$ cat config.mk
export PLATFORM = sky130hd
export DESIGN_NAME = hex_key_entry
export DESIGN_NICKNAME = d
export VERILOG_FILES = /design/src/rtl/dsp_ui_pkg.sv /design/src/rtl/key_scan_decoder.sv /design/src/rtl/hex_key_entry.sv
export SDC_FILE = /design/constraint.sdc
export NUM_CORES = 1
export LEC_CHECK = 0
export CORE_AREA = 4 4 140 142
export CTS_CLUSTER_SIZE = 8
export DETAILED_ROUTE_END_ITERATION = 8
export DIE_AREA = 0 0 144 146
export HOLD_SLACK_MARGIN = 0.12
export PLACE_DENSITY = 0.85
export SETUP_SLACK_MARGIN = 0.02
export SYNTH_ARGS = -nofsm -noshare
export SYNTH_HDL_FRONTEND = slang
export SYNTH_SLANG_ARGS = --single-unit
$ cat constraint.sdc
create_clock -name clk -period 4.4 [get_ports clk]
set_input_delay 0.88 -clock clk [delete_from_list [all_inputs] [get_ports clk]]
set_output_delay 0.88 -clock clk [all_outputs]
set_load 0.01 [all_outputs]
$ cat src/rtl/dsp_ui_pkg.sv
`default_nettype none
// ============================================================================
//  Module   : dsp_ui_pkg
//  Brief    : Scan-code, ASCII and LCD text constants plus helpers for the
//             hex key entry front end.
//  Revision : 1.0  initial release
// ============================================================================
package dsp_ui_pkg;

    localparam logic [7:0] SC_ENTER  = 8'h5A;
    localparam logic [7:0] SC_BKSP   = 8'h66;
    localparam logic [7:0] SC_ESC    = 8'h76;
    localparam logic [7:0] SC_BREAK  = 8'hF0;
    localparam logic [7:0] SC_EXT    = 8'hE0;

    localparam logic [7:0] ASC_BLANK = 8'hA0;
    localparam logic [7:0] ASC_US    = 8'h5F;

    localparam logic [1:0] MODE_WELCOME = 2'b00;
    localparam logic [1:0] MODE_INMEM   = 2'b01;
    localparam logic [1:0] MODE_ACC     = 2'b10;
    localparam logic [1:0] MODE_LOAD    = 2'b11;

    localparam int INMEM_COL = 8;
    localparam int ACC_COL   = 13;
    localparam int KEY_COL   = 4;

    localparam logic [79:0] TXT_WELCOME = "WELCOME :)";
    localparam logic [79:0] TXT_INMEM   = 80'("INMEMORY");
    localparam logic [79:0] TXT_ACC     = 80'("ACC");
    localparam logic [79:0] TXT_LOAD    = "LOADING...";
    localparam logic [79:0] TXT_KEY     = 80'("KEY:");

    typedef enum logic [1:0] {
        S_IDLE   = 2'd0,
        S_POP    = 2'd1,
        S_DECODE = 2'd2
    } state_t;

    function automatic logic [7:0] hex2ascii(input logic [3:0] nib);
        return (nib < 4'd10) ? (8'h30 + {4'h0, nib}) : (8'h37 + {4'h0, nib});
    endfunction

    // Character 'col' of a right-aligned string literal of 'len' characters.
    function automatic logic [7:0] txt_char(input logic [79:0] txt, input int len, input int col);
        logic [79:0] t;
        t = '0;
        if (col < len) begin
            t = txt >> (8 * (len - 1 - col));
            return t[7:0];
        end
        return ASC_BLANK;
    endfunction

    function automatic logic [3:0] nib_at(input logic [31:0] v, input int idx);
        logic [31:0] t;
        t = v >> (4 * idx);
        return t[3:0];
    endfunction

    function automatic logic [7:0] banner_char(input logic [1:0] mode, input int col);
        case (mode)
            MODE_WELCOME: return txt_char(TXT_WELCOME, 10, col);
            MODE_INMEM:   return txt_char(TXT_INMEM, 8, col);
            MODE_ACC:     return txt_char(TXT_ACC, 3, col);
            MODE_LOAD:    return txt_char(TXT_LOAD, 10, col);
            default:      return ASC_BLANK;
        endcase
    endfunction

endpackage
`default_nettype wire

$ cat src/rtl/key_scan_decoder.sv
`default_nettype none
// ============================================================================
//  Module   : key_scan_decoder
//  Brief    : Combinational PS/2 set-2 scan-code classifier for hex entry.
//  Revision : 1.0  initial release
// ============================================================================
module key_scan_decoder
    import dsp_ui_pkg::*;
(
    input  logic [7:0] i_code,
    output logic       o_is_digit,
    output logic [3:0] o_nib,
    output logic       o_is_enter,
    output logic       o_is_bksp,
    output logic       o_is_esc,
    output logic       o_is_f0,
    output logic       o_is_e0
);

    always_comb begin
        o_is_digit = 1'b1;
        o_nib      = 4'h0;
        case (i_code)
            8'h45: o_nib = 4'h0;
            8'h16: o_nib = 4'h1;
            8'h1E: o_nib = 4'h2;
            8'h26: o_nib = 4'h3;
            8'h25: o_nib = 4'h4;
            8'h2E: o_nib = 4'h5;
            8'h36: o_nib = 4'h6;
            8'h3D: o_nib = 4'h7;
            8'h3E: o_nib = 4'h8;
            8'h46: o_nib = 4'h9;
            8'h1C: o_nib = 4'hA;
            8'h32: o_nib = 4'hB;
            8'h21: o_nib = 4'hC;
            8'h23: o_nib = 4'hD;
            8'h24: o_nib = 4'hE;
            8'h2B: o_nib = 4'hF;
            default: o_is_digit = 1'b0;
        endcase
    end

    assign o_is_enter = (i_code == SC_ENTER);
    assign o_is_bksp  = (i_code == SC_BKSP);
    assign o_is_esc   = (i_code == SC_ESC);
    assign o_is_f0    = (i_code == SC_BREAK);
    assign o_is_e0    = (i_code == SC_EXT);

endmodule
`default_nettype wire

$ cat src/rtl/hex_key_entry.sv
`default_nettype none
// ============================================================================
//  Module   : hex_key_entry
//  Brief    : Keyboard FIFO reader, hex entry datapath and 2-line LCD frame.
//  Revision : 1.0  initial release
// ============================================================================
module hex_key_entry
    import dsp_ui_pkg::*;
#(
    parameter int NDIGITS     = 3,
    parameter int DISP_DIGITS = 4,
    parameter int LCD_COLS    = 16
) (
    input  logic                           clk,
    input  logic                           reset,
    input  logic [7:0]                     key_code,
    input  logic                           kb_buf_empty,
    output logic                           rd_key_code,
    input  logic [1:0]                     mode,
    input  logic [4*DISP_DIGITS-1:0]       dsply,
    output logic [4*NDIGITS-1:0]           value_out,
    output logic                           value_valid,
    output logic [$clog2(NDIGITS+1)-1:0]   entry_len,
    output logic [16*LCD_COLS-1:0]         char_input,
    output logic                           frame_update
);

    localparam int LW = $clog2(NDIGITS + 1);
    localparam int EW = 4 * NDIGITS;

    state_t                 r_state;
    logic [7:0]             r_key;
    logic                   r_rd;
    logic                   r_brk;
    logic [EW-1:0]          r_entry;
    logic [LW-1:0]          r_len;
    logic [EW-1:0]          r_value;
    logic                   r_valid;
    logic [16*LCD_COLS-1:0] r_frame;
    logic                   r_fupd;

    logic                   w_is_digit;
    logic [3:0]             w_nib;
    logic                   w_is_enter;
    logic                   w_is_bksp;
    logic                   w_is_esc;
    logic                   w_is_f0;
    logic                   w_is_e0;
    logic [EW-1:0]          w_entry_shift;
    wire  [16*LCD_COLS-1:0] w_image;

    key_scan_decoder u_dec (
        .i_code     (r_key),
        .o_is_digit (w_is_digit),
        .o_nib      (w_nib),
        .o_is_enter (w_is_enter),
        .o_is_bksp  (w_is_bksp),
        .o_is_esc   (w_is_esc),
        .o_is_f0    (w_is_f0),
        .o_is_e0    (w_is_e0)
    );

    assign w_entry_shift = (r_entry << 4) | EW'(w_nib);

    always_ff @(posedge clk or negedge reset) begin
        if (!reset) begin
            r_state <= S_IDLE;
            r_key   <= 8'h00;
            r_rd    <= 1'b0;
            r_brk   <= 1'b0;
            r_entry <= '0;
            r_len   <= '0;
            r_value <= '0;
            r_valid <= 1'b0;
        end else begin
            r_rd    <= 1'b0;
            r_valid <= 1'b0;
            case (r_state)
                S_IDLE: begin
                    if (!kb_buf_empty) begin
                        r_key   <= key_code;
                        r_rd    <= 1'b1;
                        r_state <= S_POP;
                    end
                end
                S_POP: r_state <= S_DECODE;
                S_DECODE: begin
                    r_state <= S_IDLE;
                    // A break prefix swallows exactly the following code.
                    if (r_brk) begin
                        r_brk <= 1'b0;
                    end else if (w_is_f0) begin
                        r_brk <= 1'b1;
                    end else if (!w_is_e0) begin
                        if (w_is_digit) begin
                            if (r_len < LW'(NDIGITS)) begin
                                r_entry <= w_entry_shift;
                                r_len   <= r_len + 1'b1;
                            end
                        end else if (w_is_bksp) begin
                            if (r_len != '0) begin
                                r_entry <= r_entry >> 4;
                                r_len   <= r_len - 1'b1;
                            end
                        end else if (w_is_esc) begin
                            r_entry <= '0;
                            r_len   <= '0;
                        end else if (w_is_enter && (r_len != '0)) begin
                            r_value <= r_entry;
                            r_valid <= 1'b1;
                            r_entry <= '0;
                            r_len   <= '0;
                        end
                    end
                end
                default: r_state <= S_IDLE;
            endcase
        end
    end

    for (genvar k = 0; k < LCD_COLS; k++) begin : g_col
        logic [7:0] w_l1;
        logic [7:0] w_l2;

        always_comb begin
            w_l1 = banner_char(mode, k);
            if (mode == MODE_INMEM && k >= INMEM_COL && k < INMEM_COL + DISP_DIGITS) begin
                w_l1 = hex2ascii(nib_at(32'(dsply), DISP_DIGITS - 1 - (k - INMEM_COL)));
            end else if (mode == MODE_ACC && k >= ACC_COL && k < ACC_COL + DISP_DIGITS) begin
                w_l1 = hex2ascii(nib_at(32'(dsply), DISP_DIGITS - 1 - (k - ACC_COL)));
            end
        end

        // Typed digits are echoed msd first, remaining slots shown as '_'.
        always_comb begin
            w_l2 = ASC_BLANK;
            if (k < KEY_COL) begin
                w_l2 = txt_char(TXT_KEY, 4, k);
            end else if (k < KEY_COL + NDIGITS) begin
                if ((k - KEY_COL) < int'(r_len)) begin
                    w_l2 = hex2ascii(nib_at(32'(r_entry), int'(r_len) - 1 - (k - KEY_COL)));
                end else begin
                    w_l2 = ASC_US;
                end
            end
        end

        assign w_image[8*k +: 8]              = w_l1;
        assign w_image[8*(LCD_COLS+k) +: 8]   = w_l2;
    end

    always_ff @(posedge clk or negedge reset) begin
        if (!reset) begin
            r_frame <= {(2*LCD_COLS){ASC_BLANK}};
            r_fupd  <= 1'b0;
        end else begin
            r_frame <= w_image;
            r_fupd  <= (w_image != r_frame);
        end
    end

    assign rd_key_code  = r_rd;
    assign value_out    = r_value;
    assign value_valid  = r_valid;
    assign entry_len    = r_len;
    assign char_input   = r_frame;
    assign frame_update = r_fupd;

endmodule
`default_nettype wire
Yosys cells after proc, flatten, opt, wreduce, memory -nomap -nowiden

Cells that the tools add are included.

Bits in registers: 213
Bits of input ports: 29
Output and inout bits: 273
Word-level logic and storage cells: 181

$add $sub $neg: 19
$lt $le $gt $ge: 11
Equal/unequal tests: 30
Shift operators: 3
Muxes and demuxes: 88
Bitwise operators: 8
Reduce and logical (&&, ||, !) cells: 12

Operator list:

| operator            | number |
|---|---|
| $mux 8              | 36 |
| $pmux 8 s4          | 8 |
| $ne 173x173->1      | 1 |
| $add 6x4->7 const A | 14 |
| $shr 12x32->4       | 3 |
| $eq 8x6->1 const B  | 11 |
| $mux 12             | 6 |
| $mux 7              | 10 |
| $pmux 4 s15         | 1 |
| $pmux 8 s3          | 2 |
| $eq 8x7->1 const B  | 5 |
| $lt 4x4->1 const B  | 7 |
| $eq 8x5->1 const B  | 3 |
| $mux 1              | 17 |
| $eq 8x8->1 const B  | 2 |
| $reduce_or 16->1    | 1 |
| $mux 2              | 7 |
| $or 12x4->12        | 1 |
| $reduce_and 8->1    | 1 |
| $not 1->1           | 7 |
| $reduce_and 7->1    | 1 |
| $eq 2x2->1 const B  | 3 |
| $reduce_or 3->1     | 2 |
| $eq 2x1->1 const B  | 2 |
| other kinds (17)    | 20 |

Depth between registers and ports, before layout

Depth after elaboration: 10
Gate-level depth with buffers: 14
Gate-level depth less buffers: 12

By module

Synthesis repeated with hierarchy kept, for this count alone.

Cells, all modules: 895
Area total of the unflattened synthesis: 8360.5 µm²

Modules (own cells, without submodules):

| module           | instances | cells each | area an instance (µm²) | sequential area each (µm²) |
|---|---|---|---|---|
| hex_key_entry    | 1         | 829        | 7872.6                 | 3170.5 |
| key_scan_decoder | 1         | 66         | 488.0                  | 0.0 |

Worst setup path after synthesis

Ideal clock, no wire load.

Kind: reg-to-reg
From: register r_len[0], in the netlist entry_len[0]
To: register r_fupd, in the netlist frame_update
Library setup time: 148 ps
Data arrival time: 3572 ps
Required time: 4252 ps
Setup slack: 680 ps
Stages on the path, launching flop included: 14
Path buffers: 1
Clock period less this slack: 3720 ps
Cells stage by stage: dfrtp_1 > clkbuf_1 > inv_2 > ha_1 > mux2_2 > a22oi_1 > nand2b_1 > ha_1 > a21oi_1 > a21oi_1 > a21o_2 > or4_1 > nor4b_1 > nand4_1

Longest elaborated chain between the ends: 7
Elaborated cells between the ends (all ways): 25
Classes of those cells: add/sub: 9; order compare: 6; eq/ne: 1; shift: 3; mux: 6

Ends and longest elaborated chain:

| what                                              | RTL line             | text |
|---|---|---|
| from (decl)                                       | hex_key_entry.sv:36  | `logic [LW-1:0] r_len;` |
| from (signal assigned)                            | hex_key_entry.sv:98  | `r_len <= r_len + 1'b1;` |
| from (signal assigned)                            | hex_key_entry.sv:103 | `r_len <= r_len - 1'b1;` |
| $sub 2x1->3                                       | hex_key_entry.sv:141 | `w_l2 = hex2ascii(nib_at(32'(r_entry), int'(r_len) - 1 - (k - KEY_COL)));` |
| $sub 3x2->4 / $sub 3x3->4 (equally long branches) | hex_key_entry.sv:141 |  |
| $shr 12x32->4                                     | dsp_ui_pkg.sv:57     | `t = v >> (4 * idx);` |
| $add 6x4->7 / $lt 4x4->1 (equally long branches)  | dsp_ui_pkg.sv:41     | `return (nib < 4'd10) ? (8'h30 + {4'h0, nib}) : (8'h37 + {4'h0, nib});` |
| $mux 7                                            | dsp_ui_pkg.sv:41     |  |
| $mux 7                                            | hex_key_entry.sv:140 | `if ((k - KEY_COL) < int'(r_len)) begin` |
| $ne 173x173->1 (*)                                | hex_key_entry.sv:158 | `r_fupd <= (w_image != r_frame);` |
| to (signal assigned)                              | hex_key_entry.sv:158 |  |
| to (decl)                                         | hex_key_entry.sv:40  | `logic r_fupd;` |

Every way passes the cells marked *; elsewhere a longest branch is shown, timed or not.
A chain may end at the register's enable or synchronous reset.

Worst setup path in the final report

From: input port mode[0]
To: register r_fupd, in the netlist frame_update

Elaborated cells between the ends (all ways): 22
Classes of those cells: eq/ne: 4; mux: 17; reduce/logical: 1

RTL lines:

| what                                     | RTL line             | text |
|---|---|---|
| from (decl)                              | hex_key_entry.sv:19  | `input logic [1:0] mode,` |
| $eq 2x2->1, or another cell as far along | dsp_ui_pkg.sv:62     | `case (mode)` |
| $pmux 8 s4 (*)                           | dsp_ui_pkg.sv:62     |  |
| named net g_col[2].w_l1[1]               | hex_key_entry.sv:122 | `logic [7:0] w_l1;` |
| $ne 173x173->1 (*)                       | hex_key_entry.sv:158 |  |

The timed path passes the listed nets; every way through them passes the cells marked *.

==> flow_summary.toml <==
[status]
status = "complete, no violations"

[global_route]
grt_pass1_wl_um = 34100
grt_overflow = 0
antenna_found_initial = 0
grt_util_all_layers = 0.205
grt_start_max_net_pins = 86
grt_pass1_vias = 6170

[timing]
fin_crit_ps = 3890
fin_crit_sh = 0.885
slew_headroom = 0.270
rsz0062_at_grt = "false"
setup_slack_ps = 506
worst_slew_pin_slew_ps = 1090
fmax_ghz = 0.257
finalSetupViolCount = 0
finalSetupTns_ps = 0
hold_violations = 0
skew_ps = 9.41
finalMaxSlewViolations = 0

[cells_and_area]
finish.instance_area_um2 = 10200
final_core_util = 0.552
regArea_um2 = 3170
diodes = 0
multi_input_area_um2 = 3760
nNetsFinal = 1052
syn2layout_area_growth_pct = 24.5
fillCellCount = 1611
drive_gt1_frac = 0.0990

[routing]
drt_iter0_drc = 454
viasPerCell = 5.26
dr.pass1.iters = 7
drc = 0
wirelength_um = 22400
via_count = 6599
wl_per_cell_um = 17.9
postRouteAntennaNets = 0

[pwr]
p_total_mw = 3.56
sequentialPowerShare = 0.385
p_leak_nw = 4.36
power_density_nw_per_um2 = 349
internal-power_mw = 2.48
p_comb_frac = 0.227
ir_drop_mv = 0.345
p_clk_frac = 0.388
p_sw_mw = 1.08
p_sw_frac = 0.304

[placement]
post-place-ws_ps = 76.2
routabilityCongestion = 0.927
io_buffer_count = 203
hpwl_um = 17000
placed_cell_area_um2 = 9610

[critical_path]
critPathMaxFanout = 9
crit_path_end_kind = "flop"
setup.worst_path.class = "input port to flop"
crit_required_ps = 4680
critical_path.startpoint_type = "input port"
cp.arrival_ps = 4180

[synth]
syn_area_um2 = 8180
netlist_instances = 873
yosysWarnings = 0
synth-seq-area-share = 0.388
ys_top_cells_by_area = "dfrtp_1 34%, buf_4 16%, dfstp_2 4.5%"
synth_top_cells_by_count = "172 x buf_4, 112 x dfrtp_1, 62 x nand2_1, 46 x inv_1, 37 x nor2_1"
synth_cell_types = 82
yosysMostFrequentCell = "buf_4"
synth_top_area_frac = 0.343
synth_top_area_cell = "dfrtp_1"
ys_seq_elements = 126
synth_edf_count = 0
ys_async_sr_fraction = 1.00
syn_area_per_cell_um2 = 9.37
ys.flop_type = "dfrtp_1"

[clock_tree]
clkTransAtPathRegs_ps = 60
cts_root_buf = "clkbuf_16"
clockBufferDepth = 2
clock-sinks = 126
cts_setup_buffers = 0
cts_buffers = 17
cts_tree = "done"
clk_latency_ps = 420
holdBufCountCts = 0
htree_num_levels = 4
cts_resized = 0

[floorplan]
die-area_um2 = 21000
core_um2 = 18500
die_h_um = 146
initial_core_util = 0.443
die_width_um = 144
num_rows = 50
io_pins = 302

[worst_hold_path]
hold_class = "input port to asynchronous set/reset pin"

[flow_run]
drv_cap = 0
flip-flops by register name, summed over array words and instances, names as in the netlist:
register      flops
value_valid       1
char_input       86
entry_len         2
r_key             8
r_brk             1
value_out        12
rd_key_code       1
r_state           2
frame_update      1
r_entry          12
worst max-delay path, stage by stage:
cell and delay, ps:
clkdlybuf4s50_1 530, inv_1 80, ha_1 250, buf_4 180
nor4b_1 290, a21oi_1 120, a2111oi_4 280, o2111ai_1 130
or4_1 530, or4_1 480, nor4b_1 310, nand4_1 120
layer usage:
layer	share of wire	global-route usage
met5	0	0
met4	0.023	0.0636
met3	0.086	0.0578
met2	0.50	0.339
met1	0.39	0.259
worst paths after layout:
| kind | start | end | slack, ps | depth (start not counted) |
|---|---|---|---|---|
| hold reg to reg | r_state[0]$_DFFE_PN0P_ | r_state[0]$_DFFE_PN0P_ | 470 | 1 |
| max in group asynchronous | reset | char_input[175]$_DFF_PN1_ | 3070 | 2 |
| setup / recovery | mode[0] | frame_update$_DFF_PN0_ | 510 | 12 |
| min in group clk | r_state[0]$_DFFE_PN0P_ | r_state[0]$_DFFE_PN0P_ | 470 | 1 |
| hold / removal | reset | char_input[113]$_DFF_PN0_ | 450 | 1 |
| setup reg to reg | entry_len[0]$_DFFE_PN0P_ | frame_update$_DFF_PN0_ | 630 | 10 |
layout by cell type (no fill, tap or decap), types with 7 or more instances in the layout:
| cell type | synthesis | final |
|---|---|---|
| conb_1 | 2 | 100 |
| nor2_1 | 37 | 37 |
| a21oi_1 | 36 | 36 |
| and2_1 | 9 | 9 |
| inv_1 | 46 | 46 |
| buf_4 | 172 | 19 |
| dfstp_2 | 14 | 14 |
| ha_1 | 16 | 16 |
| nand3_1 | 17 | 17 |
| xnor2_1 | 23 | 23 |
| nand2_1 | 62 | 62 |
| nor3_1 | 17 | 17 |
| nand4_1 | 7 | 7 |
| o21ai_0 | 34 | 34 |
| dfrtp_1 | 112 | 112 |
| a22oi_1 | 11 | 11 |
| nand2b_1 | 16 | 16 |
| nor2b_1 | 10 | 10 |
| mux2_2 | 27 | 27 |
| clkdlybuf4s50_1 | 0 | 202 |
| clkbuf_16 | 0 | 17 |
| xor2_1 | 31 | 31 |
| mux2i_1 | 7 | 7 |
cell families after synthesis:
family	after synthesis	synth area share
AOI/OAI and AO/OA	168	0.144
buffers and inverters	254	0.198
and+or+nand+nor	218	0.141
adders and majority gates	16	0.0245
DFF	126	0.388
muxes	35	0.0471
xor gates and xnor gates	54	0.0578
other	2	0.000918
cell type report:
class                           count  area share
Clock buffer                       22      0.0456
Inverter                           48      0.0177
Clock inverter                     10      0.0112
Tap cell                          234      0.0287
Multi-Input combinational cell    591       0.369
Sequential cell                   126       0.311
Timing Repair Buffer              223       0.216
power by group through the flow:
stage	registers (mW)	clock network (mW)	logic (mW)
after floorplan	1.35	0	0.591
after global placement	1.38	0	0.793
after detailed placement	1.39	0	0.802
after CTS	1.37	1.40	0.809
after global routing	1.38	1.46	0.879
final	1.37	1.38	0.810
through the flow:
| step | hold WS [ps] | cells |
|---|---|---|
| after floorplan | 436 | 971 |
| after global placement | 457 | 1222 |
| after detailed placement | 472 | 1222 |
| after CTS | 466 | 1254 |
| after global routing | 492 | 1254 |
| final | 448 | 1254 |
Power figures use the tool's default switching activity.
